### src/rtl/vx_split_join_ctrl_pkg.sv
// Shared types for the split/join divergence controller.
// ipdom_entry_t is the {mask, pc} stack entry at the default widths; the
// controller rebuilds the same layout locally at its own parameter widths.
package vx_split_join_ctrl_pkg;

    localparam int unsigned SJ_NUM_THREADS = 4;
    localparam int unsigned SJ_PC_BITS     = 32;

    typedef struct packed {
        logic [SJ_NUM_THREADS-1:0] tmask;
        logic [SJ_PC_BITS-1:0]     pc;
    } ipdom_entry_t;

    typedef enum logic [0:0] {
        SJ_IDLE   = 1'b0,
        SJ_SETTLE = 1'b1
    } sj_state_e;

    // Address width with a floor of one bit.
    function automatic int unsigned log2up(input int unsigned n);
        return (n > 1) ? $clog2(n) : 1;
    endfunction

endpackage

### src/rtl/vx_split_join_ctrl.sv
// Per-warp divergence controller in front of the IPDOM stack.
// It takes split/join requests and computes the then/else masks. It drives the
// stack push/pop with {mask,pc} entries and turns popped entries into mask/PC updates.
// Ports: clk, reset (async, active-low); req_* request handshake and payload;
//        rsp_* one-cycle registered response; stk_* stack control/status.
// Optional: define SPLIT_JOIN_PERF_EN to add the perf_div_splits and
//           perf_full_stalls counters.
module vx_split_join_ctrl
    import vx_split_join_ctrl_pkg::*;
#(
    parameter int unsigned NUM_THREADS = SJ_NUM_THREADS,
    parameter int unsigned PC_BITS     = SJ_PC_BITS,
    parameter int unsigned DEPTH       = 4,
    parameter int unsigned STACK_LAT   = 0,
    localparam int unsigned ADDRW      = log2up(DEPTH),
    localparam int unsigned EW         = NUM_THREADS + PC_BITS
) (
    input  logic                   clk,
    input  logic                   reset,
    input  logic                   req_valid,
    output logic                   req_ready,
    input  logic                   req_is_join,
    input  logic [NUM_THREADS-1:0] req_tmask,
    input  logic [NUM_THREADS-1:0] req_taken,
    input  logic [PC_BITS-1:0]     req_pc,
    input  logic [ADDRW-1:0]       req_ptr,
    output logic                   rsp_valid,
    output logic                   rsp_is_join,
    output logic                   rsp_divergent,
    output logic [NUM_THREADS-1:0] rsp_tmask,
    output logic                   rsp_jump,
    output logic [PC_BITS-1:0]     rsp_pc,
    output logic [ADDRW-1:0]       rsp_ptr,
    output logic                   stk_push,
    output logic                   stk_pop,
    output logic [EW-1:0]          stk_q0,
    output logic [EW-1:0]          stk_q1,
    input  logic [EW-1:0]          stk_d,
    input  logic                   stk_d_set,
    input  logic [ADDRW-1:0]       stk_q_ptr,
    input  logic                   stk_empty,
    input  logic                   stk_full
`ifdef SPLIT_JOIN_PERF_EN
    ,
    output logic [31:0]            perf_div_splits,
    output logic [31:0]            perf_full_stalls
`endif
);

    localparam int unsigned CNTW = log2up(STACK_LAT + 1);

    typedef struct packed {
        logic [NUM_THREADS-1:0] tmask;
        logic [PC_BITS-1:0]     pc;
    } entry_t;

    sj_state_e              state, state_nxt;
    logic [CNTW-1:0]        cnt, cnt_nxt;
    logic                   rdy_en;
    entry_t                 d_ent;
    logic [NUM_THREADS-1:0] then_m, else_m;
    logic                   div_c, match_c, stall_c, accept_c;
    logic                   n_div, n_jump;
    logic [NUM_THREADS-1:0] n_tmask;
    logic [PC_BITS-1:0]     n_pc;

    assign d_ent  = entry_t'(stk_d);
    assign stk_q1 = {else_m, req_pc};
    assign stk_q0 = {req_tmask, {PC_BITS{1'b0}}};

    // Mask split, join pointer match (wraps mod 2^ADDRW) and full-stack stall.
    always_comb begin
        then_m  = req_tmask & req_taken;
        else_m  = req_tmask & ~req_taken;
        div_c   = (|then_m) && (|else_m);
        match_c = (ADDRW'(req_ptr + ADDRW'(1)) == stk_q_ptr);
        stall_c = !req_is_join && div_c && stk_full;
    end

    // State register; rdy_en holds ready low until the first edge after reset.
    always_ff @(posedge clk or negedge reset) begin
        if (!reset) begin
            state  <= SJ_IDLE;
            cnt    <= '0;
            rdy_en <= 1'b0;
        end else begin
            state  <= state_nxt;
            cnt    <= cnt_nxt;
            rdy_en <= 1'b1;
        end
    end

    // Next state, handshake, stack controls and response payload.
    always_comb begin
        state_nxt = state;
        cnt_nxt   = cnt;
        req_ready = 1'b0;
        accept_c  = 1'b0;
        stk_push  = 1'b0;
        stk_pop   = 1'b0;
        n_div     = 1'b0;
        n_jump    = 1'b0;
        n_tmask   = req_tmask;
        n_pc      = '0;
        case (state)
            SJ_IDLE: begin
                req_ready = rdy_en && !stall_c;
                accept_c  = req_valid && req_ready;
                if (accept_c) begin
                    if (!req_is_join) begin
                        n_div = div_c;
                        if (div_c) begin
                            stk_push = 1'b1;
                            n_tmask  = then_m;
                        end
                    end else if (match_c && !stk_empty) begin
                        stk_pop = 1'b1;
                        n_tmask = d_ent.tmask;
                        if (stk_d_set) begin
                            n_jump = 1'b1;
                            n_pc   = d_ent.pc;
                        end
                    end
                    // Give the stack's registered read time to reflect the update.
                    if ((STACK_LAT != 0) && (stk_push || stk_pop)) begin
                        state_nxt = SJ_SETTLE;
                        cnt_nxt   = '0;
                    end
                end
            end
            SJ_SETTLE: begin
                if (cnt == CNTW'(STACK_LAT - 1)) begin
                    state_nxt = SJ_IDLE;
                end else begin
                    cnt_nxt = cnt + CNTW'(1);
                end
            end
            default: state_nxt = SJ_IDLE;
        endcase
    end

    // Registered response, one cycle after acceptance.
    always_ff @(posedge clk or negedge reset) begin
        if (!reset) begin
            rsp_valid     <= 1'b0;
            rsp_is_join   <= 1'b0;
            rsp_divergent <= 1'b0;
            rsp_tmask     <= '0;
            rsp_jump      <= 1'b0;
            rsp_pc        <= '0;
            rsp_ptr       <= '0;
        end else begin
            rsp_valid <= accept_c;
            if (accept_c) begin
                rsp_is_join   <= req_is_join;
                rsp_divergent <= n_div;
                rsp_tmask     <= n_tmask;
                rsp_jump      <= n_jump;
                rsp_pc        <= n_pc;
                rsp_ptr       <= stk_q_ptr;
            end
        end
    end

`ifdef SPLIT_JOIN_PERF_EN
    // Wrapping event counters.
    always_ff @(posedge clk or negedge reset) begin
        if (!reset) begin
            perf_div_splits  <= '0;
            perf_full_stalls <= '0;
        end else begin
            if (stk_push) begin
                perf_div_splits <= perf_div_splits + 32'd1;
            end
            if ((state == SJ_IDLE) && rdy_en && req_valid && stall_c) begin
                perf_full_stalls <= perf_full_stalls + 32'd1;
            end
        end
    end
`endif

endmodule
### config.mk
export PLATFORM = sky130hd
export DESIGN_NAME = vx_split_join_ctrl
export DESIGN_NICKNAME = d
export VERILOG_FILES = /design/src/rtl/vx_split_join_ctrl_pkg.sv /design/src/rtl/vx_split_join_ctrl.sv
export SDC_FILE = /design/constraint.sdc
export NUM_CORES = 1
export LEC_CHECK = 0
export CORE_AREA = 4 4 89 91
export CTS_CLUSTER_DIAMETER = 150
export CTS_CLUSTER_SIZE = 40
export DETAILED_ROUTE_END_ITERATION = 10
export DIE_AREA = 0 0 93 95
export PLACE_DENSITY = 0.84
export SLEW_MARGIN = 20
export SYNTH_ARGS = -nofsm -noshare
export SYNTH_HDL_FRONTEND = slang
export SYNTH_SLANG_ARGS = --single-unit
### constraint.sdc
create_clock -name clk -period 4.1 [get_ports clk]
set_input_delay 0.615 -clock clk [delete_from_list [all_inputs] [get_ports clk]]
set_output_delay 0.615 -clock clk [all_outputs]
set_load 0.005 [all_outputs]
==> impl_results.md <==
- Area grow syn2layout: 36.2%
- Top FF cell, synth: dfrtp_1
- R2R Path Start: state
- Antenna cell count: 0
- Initial antenna violation count: 0
- Critical Path Sink Type: output pin
- RSZ-0062 raised after global routing: false
- CP Depth: 6
- DRC: 0
- Layout net count: 370
- Hold Slack: 0.320 ns
- Sequential area share after synthesis: 46.6%
- Top post-synthesis cells by area: dfrtp_1 (47%), buf_4 (21%), a22o_1 (11%), mux2_2 (2.3%), buf_6 (1.9%)
- Setup TNS: 0 ns
- Synth Area in Simple Gates: 5.70%
- Crit-path cells: clkdlybuf4s50_1, and2b_4, a2111oi_4, nor3_1, a21oi_1, clkdlybuf4s50_1
- Clk root buf: clkbuf_8
- Total grt overflow: 0
- Gate Count Post-Synth: 210
- TritonCTS Buffers: 5
- Synth Area in XOR/XNOR: 0.363%
- Maximum clock rate: 302 MHz
- Commonest cells post-synth: buf_4 (68), dfrtp_1 (45), a22o_1 (31), inv_1 (6)
- EDFF count, synth: 0
- FF-to-FF setup slack: 2.23 ns
- Compound-gate portion of the synthesized area: 19.1%
- Horiz. Die Dim: 93 um
- Number of clock sinks seen by CTS: 45
- Clock latency on the worst-skew pair: 0.29 ns
- Maxcap violations: 0
- Filler cells: 679
- Mux contribution to synthesized area: 3.16%
- Max incr delay on CP: 0.51 ns
- Vias: 1683
- Final worst setup slack: 0.788 ns
- Worst-path clk slew: 0.08 ns
- GR Util All Layers: 12.4%
- Post-synthesis cell area: 2410 sq um
- Clock tree from TritonCTS: done
- Worst Tran Pin Value: 0.557 ns
- Total core area: 7140 sq um
- Final period utilization: 80.8%
- Design Power: 0.951 mW
- Synth unique cells: 33
- Post-CTS Setup Bufs: 0
- Std-Cell Rows: 31
- Post-synth top area share: 46.6%
- Die ar.: 8840 sq um
- Initial core utilization: 33.8%
- CP Launch Type: primary input
- Pre-antenna DRT Iters: 4
- CP max-delay cell: clkdlybuf4s50_1
- IO Count: 204
- WS Path Type: in2out
- Static leakage: 1.50 nW
- Die Y: 95 um
- Placed cell areas: 3180 sq um
- Slew margin rel.: 62.8%
- Worst EP required: 3.48 ns
- H-tree depth: 2
- CP endpoint: req_ready
- Routed Antenna Nets: 0
- FF+latch count, synth: 45
- Run status: complete, no violations
- Pwr Density: 289 nW/um^2
- Detailed placement HPWL: 4.47 mm
- R2R Path End: rsp_pc[7]
- Synth Warn #: 0
- Count of buffer and inverter cells on the critical path: 2
- Largest family of logic cells by synthesized area: buffers and inverters
- Ys async rst share: 100%
- Crit Path Max Fanout: 4
- Share of cells above drive strength 1: 10.2%
- Maximum VDD drop: 0.142 mV
- Tmin final: 3.31 ns
- Clock Tree Buf Depth: 2
- Design area: 3290 sq um
- Pre-CTS setup slack: 0.787 ns
- Post-synthesis adder-cell area fraction: 0%
- Worst Setup SP: req_taken[2]
- Leading area contributor after synthesis: dfrtp_1
- Hold crit path type: in2async
- Final Wtd Congestion: 0.831
- Syn Area/Cell: 11.5 sq um
- Vias per inst: 4.39
- R2R depth: 5
- Hold-fix buffers, CTS: 0
- Slew Limit Fails: 0
- PortBufs: 107
- Final hold violation count: 0
- DRT iter0 DRCs: 39
- Critical Path AT: 2.70 ns
- Top delay family on crit path: buffers and inverters
- Routed wire per std cell: 14.5 um
- Worst path most repeated cell: clkdlybuf4s50_1
- Endpoints failing setup: 0
- First-pass GRT wire length: 8.54 mm
- Largest net degree at the start of global routing: 46
- Vias in the first global route: 1731
- Resized cells post-CTS: 0
- Most common cell in the synthesized netlist: buf_4
- Clk_skew: 0.00322 ns
- WL final: 5.56 mm
final cells by class:
cell class                 count  area, sq um  share of cell area [%]
clock buffer                   7         96.3                    2.93
clock inverter                 1         5.00                   0.152
inverter                       6         22.5                   0.685
multi-input combinational    114          808                    24.6
sequential                    45         1130                    34.2
tap                           99          124                    3.77
timing repair buffer         111         1110                    33.6
through the flow:
stage,utilization (%),instances
after floorplan,-,241
after detailed placement,44.6,375
final,46.1,383
after global routing,46.1,383
after global placement,44.3,373
after CTS,46.0,383
report_power, final:
group	total (mW)	switching (mW)	internal, mW	leakage [nW]
clock	0.288	0.136	0.152	0.0542
combinational	0.188	0.0733	0.115	0.832
sequential	0.475	0.0104	0.464	0.610
state kept, by name (all words and copies together), names as in the netlist:
register	flops
rsp_pc	32
rsp_tmask	4
rsp_ptr	2
cnt	1
rdy_en	1
rsp_divergent	1
rsp_is_join	1
rsp_jump	1
rsp_valid	1
state	1
worst min path at each step:
| stage | cells after the start | endpoint | startpoint |
|---|---|---|---|
| detailed placement | 1 | state | cnt |
| floorplan | 0 | cnt | reset |
| CTS | 1 | state | cnt |
| global placement | 1 | state | cnt |
| global route | 1 | rsp_valid | reset |
| finish | 1 | rsp_valid | reset |
cells by family after synthesis:
kind of cell | after synthesis
buffers and inverters | 82
other | 2
muxes | 7
and+or+nand+nor | 22
xor gates and xnor gates | 1
AOI/OAI and AO/OA | 51
DFF | 45
placed cells by master (no fill, tap or decap), drive strengths merged, types with 3 or more instances in the layout:
| cell | instances |
|---|---|
| a21oi | 5 |
| a22o | 34 |
| and2b | 3 |
| buf | 5 |
| clkbuf | 7 |
| clkdlybuf4s50 | 106 |
| conb | 33 |
| dfrtp | 45 |
| inv | 6 |
| mux2 | 5 |
| nand2 | 5 |
| nor2 | 3 |
| o21ai | 4 |
| or2 | 3 |
per-layer routing:
metal	wire (um)	vias to the layer above	GRT usage, %
met5	0	-	0
met4	221	0	6.23
met3	445	25	3.98
met2	2850	82	21.1
met1	2040	802	14.1
li1	-	774	-
(Power assumes the default switching activity.)
